**src/rtl/ex_mem_pkg.sv**
```systemverilog
// EX/MEM pipeline register shared types.
// Widths, NOP constants and the registered MEM bundle.
package ex_mem_pkg;

    localparam int DATA_W     = 32;
    localparam int REG_ADDR_W = 5;
    localparam int ALUOP_W    = 8;
    localparam int HILO_W     = 2 * DATA_W;

    localparam int STALL_EX  = 3;
    localparam int STALL_MEM = 4;

    localparam logic                  STOP      = 1'b1;
    localparam logic                  WR_DIS    = 1'b0;
    localparam logic [DATA_W-1:0]     ZERO_WORD = '0;
    localparam logic [REG_ADDR_W-1:0] NOP_REG   = '0;
    localparam logic [ALUOP_W-1:0]    NOP_OP    = '0;

    typedef struct packed {
        logic [REG_ADDR_W-1:0] wd;
        logic                  wreg;
        logic [DATA_W-1:0]     wdata;
        logic                  whilo;
        logic [DATA_W-1:0]     hi;
        logic [DATA_W-1:0]     lo;
        logic [ALUOP_W-1:0]    aluop;
        logic [DATA_W-1:0]     mem_addr;
        logic [DATA_W-1:0]     reg2;
    } mem_bus_t;

    localparam mem_bus_t MEM_NOP = '{
        wd:       NOP_REG,
        wreg:     WR_DIS,
        wdata:    ZERO_WORD,
        whilo:    WR_DIS,
        hi:       ZERO_WORD,
        lo:       ZERO_WORD,
        aluop:    NOP_OP,
        mem_addr: ZERO_WORD,
        reg2:     ZERO_WORD
    };

endpackage

```
**src/rtl/ex_mem_if.sv**
```systemverilog
// EX/MEM bundle: EX results + stall in, MEM copies + MADD state out.
// master = EX/stall-controller side, slave = the ex_mem register.
interface ex_mem_if
    import ex_mem_pkg::*;
();

    logic [5:0]            stall;
    logic [REG_ADDR_W-1:0] ex_wd;
    logic                  ex_wreg;
    logic [DATA_W-1:0]     ex_wdata;
    logic                  ex_whilo;
    logic [DATA_W-1:0]     ex_hi;
    logic [DATA_W-1:0]     ex_lo;
    logic [ALUOP_W-1:0]    ex_aluop;
    logic [DATA_W-1:0]     ex_mem_addr;
    logic [DATA_W-1:0]     ex_reg2;
    logic [HILO_W-1:0]     hilo_i;
    logic [1:0]            cnt_i;

    logic [REG_ADDR_W-1:0] mem_wd;
    logic                  mem_wreg;
    logic [DATA_W-1:0]     mem_wdata;
    logic                  mem_whilo;
    logic [DATA_W-1:0]     mem_hi;
    logic [DATA_W-1:0]     mem_lo;
    logic [ALUOP_W-1:0]    mem_aluop;
    logic [DATA_W-1:0]     mem_mem_addr;
    logic [DATA_W-1:0]     mem_reg2;
    logic [HILO_W-1:0]     hilo_o;
    logic [1:0]            cnt_o;

    modport master (
        output stall, ex_wd, ex_wreg, ex_wdata, ex_whilo,
        output ex_hi, ex_lo, ex_aluop, ex_mem_addr, ex_reg2,
        output hilo_i, cnt_i,
        input  mem_wd, mem_wreg, mem_wdata, mem_whilo,
        input  mem_hi, mem_lo, mem_aluop, mem_mem_addr, mem_reg2,
        input  hilo_o, cnt_o
    );

    modport slave (
        input  stall, ex_wd, ex_wreg, ex_wdata, ex_whilo,
        input  ex_hi, ex_lo, ex_aluop, ex_mem_addr, ex_reg2,
        input  hilo_i, cnt_i,
        output mem_wd, mem_wreg, mem_wdata, mem_whilo,
        output mem_hi, mem_lo, mem_aluop, mem_mem_addr, mem_reg2,
        output hilo_o, cnt_o
    );

endinterface

```
**src/rtl/ex_mem.sv**
```systemverilog
// EX/MEM pipeline register: advance, bubble or hold per stall[4:3].
// Ports: clk, rst_n (async, active low), bus (ex_mem_if.slave).
module ex_mem
    import ex_mem_pkg::*;
(
    input  logic     clk,
    input  logic     rst_n,
    ex_mem_if.slave  bus
);

    mem_bus_t          ex_b;
    mem_bus_t          mem_q, mem_d;
    logic [HILO_W-1:0] hilo_q, hilo_d;
    logic [1:0]        cnt_q, cnt_d;
    logic              ex_stall, mem_stall;
    logic              unused_stall;

    assign ex_stall  = bus.stall[STALL_EX];
    assign mem_stall = bus.stall[STALL_MEM];

    // Only the EX and MEM bits matter to this register.
    assign unused_stall = ^{bus.stall[5], bus.stall[2:0]};

    assign ex_b = '{
        wd:       bus.ex_wd,
        wreg:     bus.ex_wreg,
        wdata:    bus.ex_wdata,
        whilo:    bus.ex_whilo,
        hi:       bus.ex_hi,
        lo:       bus.ex_lo,
        aluop:    bus.ex_aluop,
        mem_addr: bus.ex_mem_addr,
        reg2:     bus.ex_reg2
    };

    // EX running wins even if MEM is (illegally) stalled.
    // EX stalled alone: bubble MEM, park the MADD partial
    // product so EX sees it again next cycle.
    always_comb begin
        mem_d  = mem_q;
        hilo_d = hilo_q;
        cnt_d  = cnt_q;
        if (ex_stall != STOP) begin
            mem_d  = ex_b;
            hilo_d = '0;
            cnt_d  = '0;
        end else if (mem_stall != STOP) begin
            mem_d  = MEM_NOP;
            hilo_d = bus.hilo_i;
            cnt_d  = bus.cnt_i;
        end
    end

    always_ff @(posedge clk or negedge rst_n) begin
        if (!rst_n) begin
            mem_q  <= MEM_NOP;
            hilo_q <= '0;
            cnt_q  <= '0;
        end else begin
            mem_q  <= mem_d;
            hilo_q <= hilo_d;
            cnt_q  <= cnt_d;
        end
    end

    assign bus.mem_wd       = mem_q.wd;
    assign bus.mem_wreg     = mem_q.wreg;
    assign bus.mem_wdata    = mem_q.wdata;
    assign bus.mem_whilo    = mem_q.whilo;
    assign bus.mem_hi       = mem_q.hi;
    assign bus.mem_lo       = mem_q.lo;
    assign bus.mem_aluop    = mem_q.aluop;
    assign bus.mem_mem_addr = mem_q.mem_addr;
    assign bus.mem_reg2     = mem_q.reg2;
    assign bus.hilo_o       = hilo_q;
    assign bus.cnt_o        = cnt_q;

endmodule
```
**src/flat_wrapper.sv**
```systemverilog
// flat-port wrapper written by rule: the top's interface ports become plain ports
module ex_mem_flat import ex_mem_pkg::*;
  (clk, rst_n, bus_stall, bus_ex_wd, bus_ex_wreg, bus_ex_wdata, bus_ex_whilo, bus_ex_hi, bus_ex_lo, bus_ex_aluop, bus_ex_mem_addr, bus_ex_reg2, bus_hilo_i, bus_cnt_i, bus_mem_wd, bus_mem_wreg, bus_mem_wdata, bus_mem_whilo, bus_mem_hi, bus_mem_lo, bus_mem_aluop, bus_mem_mem_addr, bus_mem_reg2, bus_hilo_o, bus_cnt_o);
  ex_mem_if bus_i ();
  input  logic clk;
  input  logic rst_n;
  input wire logic [$bits(bus_i.stall)-1:0] bus_stall;
  input wire logic [$bits(bus_i.ex_wd)-1:0] bus_ex_wd;
  input wire logic [$bits(bus_i.ex_wreg)-1:0] bus_ex_wreg;
  input wire logic [$bits(bus_i.ex_wdata)-1:0] bus_ex_wdata;
  input wire logic [$bits(bus_i.ex_whilo)-1:0] bus_ex_whilo;
  input wire logic [$bits(bus_i.ex_hi)-1:0] bus_ex_hi;
  input wire logic [$bits(bus_i.ex_lo)-1:0] bus_ex_lo;
  input wire logic [$bits(bus_i.ex_aluop)-1:0] bus_ex_aluop;
  input wire logic [$bits(bus_i.ex_mem_addr)-1:0] bus_ex_mem_addr;
  input wire logic [$bits(bus_i.ex_reg2)-1:0] bus_ex_reg2;
  input wire logic [$bits(bus_i.hilo_i)-1:0] bus_hilo_i;
  input wire logic [$bits(bus_i.cnt_i)-1:0] bus_cnt_i;
  output wire logic [$bits(bus_i.mem_wd)-1:0] bus_mem_wd;
  output wire logic [$bits(bus_i.mem_wreg)-1:0] bus_mem_wreg;
  output wire logic [$bits(bus_i.mem_wdata)-1:0] bus_mem_wdata;
  output wire logic [$bits(bus_i.mem_whilo)-1:0] bus_mem_whilo;
  output wire logic [$bits(bus_i.mem_hi)-1:0] bus_mem_hi;
  output wire logic [$bits(bus_i.mem_lo)-1:0] bus_mem_lo;
  output wire logic [$bits(bus_i.mem_aluop)-1:0] bus_mem_aluop;
  output wire logic [$bits(bus_i.mem_mem_addr)-1:0] bus_mem_mem_addr;
  output wire logic [$bits(bus_i.mem_reg2)-1:0] bus_mem_reg2;
  output wire logic [$bits(bus_i.hilo_o)-1:0] bus_hilo_o;
  output wire logic [$bits(bus_i.cnt_o)-1:0] bus_cnt_o;
  assign bus_i.stall = bus_stall;
  assign bus_i.ex_wd = bus_ex_wd;
  assign bus_i.ex_wreg = bus_ex_wreg;
  assign bus_i.ex_wdata = bus_ex_wdata;
  assign bus_i.ex_whilo = bus_ex_whilo;
  assign bus_i.ex_hi = bus_ex_hi;
  assign bus_i.ex_lo = bus_ex_lo;
  assign bus_i.ex_aluop = bus_ex_aluop;
  assign bus_i.ex_mem_addr = bus_ex_mem_addr;
  assign bus_i.ex_reg2 = bus_ex_reg2;
  assign bus_i.hilo_i = bus_hilo_i;
  assign bus_i.cnt_i = bus_cnt_i;
  assign bus_mem_wd = bus_i.mem_wd;
  assign bus_mem_wreg = bus_i.mem_wreg;
  assign bus_mem_wdata = bus_i.mem_wdata;
  assign bus_mem_whilo = bus_i.mem_whilo;
  assign bus_mem_hi = bus_i.mem_hi;
  assign bus_mem_lo = bus_i.mem_lo;
  assign bus_mem_aluop = bus_i.mem_aluop;
  assign bus_mem_mem_addr = bus_i.mem_mem_addr;
  assign bus_mem_reg2 = bus_i.mem_reg2;
  assign bus_hilo_o = bus_i.hilo_o;
  assign bus_cnt_o = bus_i.cnt_o;
  ex_mem u_core (.clk(clk), .rst_n(rst_n), .bus(bus_i));
endmodule
```
**config.mk**
```make
export PLATFORM = sky130hd
export DESIGN_NAME = ex_mem_flat
export DESIGN_NICKNAME = d
export VERILOG_FILES = /design/src/rtl/ex_mem_pkg.sv /design/src/rtl/ex_mem_if.sv /design/src/rtl/ex_mem.sv /design/src/flat_wrapper.sv
export SDC_FILE = /design/constraint.sdc
export NUM_CORES = 1
export LEC_CHECK = 0
export ABC_CLOCK_PERIOD_IN_PS = 1900
export CORE_AREA = 5 5 185 187
export DETAILED_ROUTE_END_ITERATION = 10
export DIE_AREA = 0 0 190 192
export PLACE_DENSITY = 0.69
export SLEW_MARGIN = 20
export SYNTH_ARGS = -nofsm -noshare
export SYNTH_HDL_FRONTEND = slang
export SYNTH_SLANG_ARGS = --single-unit
```
**constraint.sdc**
```tcl
create_clock -name clk -period 1.9 [get_ports clk]
set_input_delay 0.38 -clock clk [delete_from_list [all_inputs] [get_ports clk]]
set_output_delay 0.38 -clock clk [all_outputs]
set_load 0.03 [all_outputs]
```
==> flow_summary.yaml, run 1 <==
outcome:
  outcome: "finished, final reports clean"
synthesis:
  avgSynthCellArea_sq_um: 14.6
  synth_area_sq_um: 8840
  yosysMostFrequentCell: "dfrtp_1"
  synthCells: 604
  synth-seq-cells: 241
  synth-edff-count: 0
  ys_seq_area_share_pct: 68.2
  synth_commonest_cells: "dfrtp_1, a22o_1, mux2i_1, nor2_1, clkbuf_1"
  synth.area.top_cells: "dfrtp_1, a22o_1, mux2i_1, nor2_1, buf_6"
  synth.distinct_cells: 11
  synth-main-ff-cell: "dfrtp_1"
  synth.largest_area_cell: "dfrtp_1"
  synth_fp_nets: 853
  yosysTopAreaCellShare_pct: 68.2
  synth-async-reset-ratio_pct: 100
  yosysWarnings: 0
setup_path:
  cp-end-kind: "primary output"
  r2r_start: "u_core.bus.hilo_o[58]"
  slowest_delay_ps: 460
  crit_path_start: "u_core.bus.mem_wreg"
  reg2regPathDepth: 2
  cp.depth: 1
  crit_slowest_cell: "dlygate4sd2_1"
  critical_path_class: "flip-flop to primary output"
  critPathMaxFanout: 2
  worst-r2r-setup-slack_ps: 1140
  crit_chain: "dlygate4sd2_1"
  cp-endpoint: "bus_mem_wreg"
  r2r_end: "u_core.bus.hilo_o[58]"
  cp.required_ps: 1520
  cp-start-kind: "flip-flop"
  cp_num_buf_inv: 1
  cp.arrival_ps: 1370
  cp_top_family: "buffers and inverters"
timing:
  skew_ps: 0
  final_max_slew_viol_count: 0
  finalCritPeriodShare_pct: 91.9
  finalSetupViolCount: 0
  rsz0062_at_grt: "no"
  clock.fmax_mhz: 573
  relSlewSlack_pct: 65.8
  finalHoldViolations: 0
  finalSetupTns_ps: 0
  min_period_ps: 1750
  worst_pin_slew_ps: 513
global_routing:
  first_global_vias: 7922
  grtUsageTotal_pct: 15.8
  grt_max_degree: 64
  grt_overflow: 0
  antenna_found_initial: 0
  grt_pass1_wl_mm: 45.9
route:
  post_drt_wl_per_cell_um: 19.5
  drt_wl_total_mm: 30.3
  drc: 0
  drt_iter0_drc: 266
  ant_nets: 0
  drtPass1Iterations: 4
  avgViaCountPerCell: 4.54
  num_vias: 7063
floorplanning:
  fp.dieArea_sq_um: 36500
  die_w_um: 190
  core_sq_um: 32300
  die_h_um: 192
  start_util_pct: 27.4
  rows: 66
  pin_count: 490
cts:
  cts_tree: "done"
  worstSkewPairLatency_ps: 520
  cts_root_buf: "clkbuf_16"
  cts_setup_buffers: 0
  clock-sinks: 241
  clock_path_buffers: 3
  clk_pin_slew_ps: 60
  cts.htree.levels: 1
  cts_buffers: 26
power:
  vdd_drop_max_v: 0.000535
  power_density_nw_per_um2: 909
  power.leakage_uw: 0.00743
finish:
  diodes: 0
  num-nets-final: 1343
  drive_gt1_share_pct: 7.01
  utilization_pct: 46.1
  area_growth_syn_to_layout_pct: 68.6
min_path:
  min_path_type: "input pin to flip-flop"
placement:
  place_congestion: 0.776
  hpwl_mm: 22.4
  numPortBuffers: 485
flow_run:
  drv_cap: 0
## how the worst min path moves through the flow
stage | startpoint | endpoint | cells past startpoint
after floorplan | rst_n | u_core.bus.cnt_o[0] | 0
after global placement | rst_n | u_core.bus.hilo_o[51] | 1
after detailed placement | rst_n | u_core.bus.hilo_o[51] | 1
after CTS | bus_stall[4] | u_core.bus.hilo_o[6] | 3
after global routing | bus_stall[4] | u_core.bus.hilo_o[1] | 3
final | bus_stall[4] | u_core.bus.hilo_o[6] | 3
## placed cells by master (no fill, tap or decap), drive strengths merged
cell and instances:
dfrtp 241, bufinv 3, and2 1, a22o 175, clkbuf 37, dlygate4sd2 241
inv 1, clkinv 5, buf 32, mux2i 66, clkdlybuf4s50 242, clkinvlp 2
nor2 66, dlygate4sd3 1
## flip-flops by register name, summed over array words and instances (netlist names)
name and flops:
u_core.bus.mem_reg2 32, u_core.bus.mem_mem_addr 32, u_core.bus.mem_wreg 1, u_core.bus.cnt_o 2, u_core.bus.mem_hi 32, u_core.bus.mem_aluop 8, u_core.bus.mem_wdata 32, u_core.bus.hilo_o 64
u_core.bus.mem_lo 32, u_core.bus.mem_whilo 1, u_core.bus.mem_wd 5
## final cells by class
cell class	count	area (sq um)
Clock buffer	37	783
Tap cell	442	553
Clock inverter	10	134
Inverter	1	8.76
Fill cell	2981	17400
Sequential cell	241	6030
Multi-Input combinational cell	308	2450
Timing Repair Buffer	516	4940
## cell families after synthesis
| logic type | after synthesis | share of synthesized area [%] |
|---|---|---|
| AOI/OAI and AO/OA | 175 | 17.3 |
| buffers and inverters | 55 | 4.09 |
| muxes | 66 | 7.47 |
| and+or+nand+nor | 67 | 2.87 |
| DFF | 241 | 68.2 |
## layer usage
metal	share of wire, %	vias to the layer above	track usage, %
li1	-	3204	-
met1	39	3456	18.4
met2	48	342	26.9
met3	10	61	5.93
met4	3.0	0	5.12
met5	0	-	0
## what timing repair did
action | in CTS | in global routing
hold endpoints to repair | 52 | 0
endpoints found under the setup margin | 241 | 0
hold buffers | 1 | 0
resized for setup | 241 | 0
## metrics by stage
step	cell area (sq um)	power, uW	worst slack (ps)	hold slack, ps	cells
6_report	14900	13500	154	275	1555
4_1_cts	14900	13700	94.9	244	1555
3_3_place_gp	14300	8540	161	375	1507
3_5_place_dp	14300	8580	136	375	1507
2_1_floorplan	8840	7000	576	84.4	604
5_1_grt	14900	14100	81.7	269	1555
## report_power, final
part           switching, uW  internal, uW
logic                   1410          1120
registers                193          5480
clock network           2080          3270
(Power assumes the default switching activity.)
==> run 2, diff against run 1 <==
--- a/config.mk
+++ b/config.mk
@@ -7,8 +7,8 @@
 export LEC_CHECK = 0
 export ABC_CLOCK_PERIOD_IN_PS = 1900
-export CORE_AREA = 5 5 185 187
+export CORE_AREA = 8 8 183 185
 export DETAILED_ROUTE_END_ITERATION = 10
-export DIE_AREA = 0 0 190 192
-export PLACE_DENSITY = 0.69
+export DIE_AREA = 0 0 191 193
+export PLACE_DENSITY = 0.72
 export SLEW_MARGIN = 20
 export SYNTH_ARGS = -nofsm -noshare
==> constraint.sdc (replaced) <==
create_clock -name clk -period 1.9 [get_ports clk]
set_input_delay 0.38 -clock clk [delete_from_list [all_inputs] [get_ports clk]]
set_output_delay 0.38 -clock clk [all_outputs]
set_load 0.05 [all_outputs]
==> flow_summary.yaml, run 2 (synthesis results as in run 1) <==
timing:
  rsz0062_at_grt: "no"
  worst_pin_slew_ps: 526
  skew_ps: 0
  final_max_slew_viol_count: 0
  finalHoldViolations: 0
  min_period_ps: 1800
  hold_slack_ps: 187
  clock.fmax_mhz: 556
  setup_ws_ps: 101
  relSlewSlack_pct: 64.9
  finalCritPeriodShare_pct: 94.7
  finalSetupTns_ps: 0
  finalSetupViolCount: 0
finish:
  num-nets-final: 1338
  drive_gt1_share_pct: 23.8
  layout_commonest_cell: "clkdlybuf4s50_1"
  nFillCells: 2763
  largest_register_ffs: 64
  final_cell_mix: "clkdlybuf4s50_1, dfrtp_1, buf_4"
  finalInstanceArea_sq_um: 14500
  area_growth_syn_to_layout_pct: 64.1
  diodes: 0
placement:
  pre_cts_ws_ps: 120
  place_area_sq_um: 13700
  hpwl_mm: 23.3
  numPortBuffers: 485
  place_congestion: 0.759
setup_path:
  worst-r2r-setup-slack_ps: 1160
  cp.arrival_ps: 1420
  crit_slowest_cell: "dlygate4sd2_1"
  cp_num_buf_inv: 1
  cp_top_family: "buffers and inverters"
  critical_path_class: "flip-flop to primary output"
  critPathMaxFanout: 2
  r2r_end: "u_core.bus.mem_hi[1]"
  cp.required_ps: 1520
  cp-end-kind: "primary output"
  reg2regPathDepth: 1
  cp-start-kind: "flip-flop"
  slowest_delay_ps: 550
  r2r_start: "u_core.bus.mem_hi[1]"
  crit_chain: "dlygate4sd2_1"
route:
  ant_nets: 0
  num_vias: 7033
  drc: 0
  avgViaCountPerCell: 4.66
  drt_iter0_drc: 279
  drt_wl_total_mm: 30.8
  drtPass1Iterations: 4
  post_drt_wl_per_cell_um: 20.4
global_routing:
  antenna_found_initial: 0
  grt_max_degree: 64
  grtUsageTotal_pct: 15.8
  grt_pass1_wl_mm: 46.5
  first_global_vias: 7715
  grt_overflow: 0
cts:
  cts_buffers: 25
  clock-sinks: 241
  cts_root_buf: "clkbuf_16"
  clock_path_buffers: 3
  cts_tree: "done"
  cts.htree.levels: 1
  clk_pin_slew_ps: 60
  worstSkewPairLatency_ps: 510
power:
  power.leakage_uw: 0.00708
  power_density_nw_per_um2: 963
  vdd_drop_max_v: 0.000548
  total_power_uw: 14000
floorplanning:
  start_util_pct: 28.7
  pin_count: 490
  core_sq_um: 30800
  rows: 65
  die_w_um: 191
  die_h_um: 193
  fp.dieArea_sq_um: 36900
min_path:
  hold_end: "u_core.bus.hilo_o[2]"
  min_path_type: "input pin to flip-flop"
  min-delay-start: "bus_stall[4]"
  hold_path_depth: 3
flow_run:
  drv_cap: 0
outcome:
  outcome: "finished, final reports clean"
-- run 2: worst max path at each step --
stage                                    start                        to  slack [ps]  cells past startpoint
detailed placement                bus_stall[3]  u_core.bus.mem_wdata[16]         120                      4
global route        u_core.bus.mem_mem_addr[8]       bus_mem_mem_addr[8]          30                      1
CTS                   u_core.bus.mem_wdata[16]         bus_mem_wdata[16]          70                      1
floorplan                         bus_stall[4]   u_core.bus.mem_aluop[0]         580                      6
finish                 u_core.bus.mem_reg2[28]          bus_mem_reg2[28]         100                      1
global placement                  bus_stall[3]  u_core.bus.mem_wdata[15]         140                      4
-- run 2: layout make-up --
cell class | count | area [sq um] | share of cell area [%]
Inverter | 1 | 8.76 | 0.0604
Tap cell | 402 | 503 | 3.47
Clock inverter | 12 | 165 | 1.14
Multi-Input combinational cell | 308 | 2450 | 16.9
Sequential cell | 241 | 6030 | 41.6
Clock buffer | 32 | 702 | 4.84
Timing Repair Buffer | 512 | 4650 | 32.0
-- run 2: report_power, final --
group	total (uW)	internal, uW	switching (uW)
combinational	3160	1210	1950
sequential	5690	5480	211
clock	5120	3140	1990
total	14000	9830	4150
-- run 2: what timing repair did --
action	CTS	global route
hold endpoints to repair	49	0
gates resized for setup	50	0
buffers inserted	0	0
hold buffers	1	0
setup endpoints to repair	50	0
-- run 2: routing by layer --
metal | vias up | global-route usage (%) | part of all wire [%]
li1 | 3189 | - | -
met1 | 3464 | 19.4 | 39
met2 | 344 | 26.0 | 48
met3 | 36 | 5.97 | 11
met4 | 0 | 3.49 | 1.7
met5 | - | 0 | 0
-- run 2: worst min-delay path: stages --
cell and delay [ps]:
buf_4 130, mux2i_1 80, nor2_1 70
-- run 2: through the flow --
step	util [%]	cells
after floorplan	-	604
after global placement	44.4	1463
after detailed placement	44.4	1463
after CTS	47.1	1508
after global routing	47.1	1508
final	47.1	1508
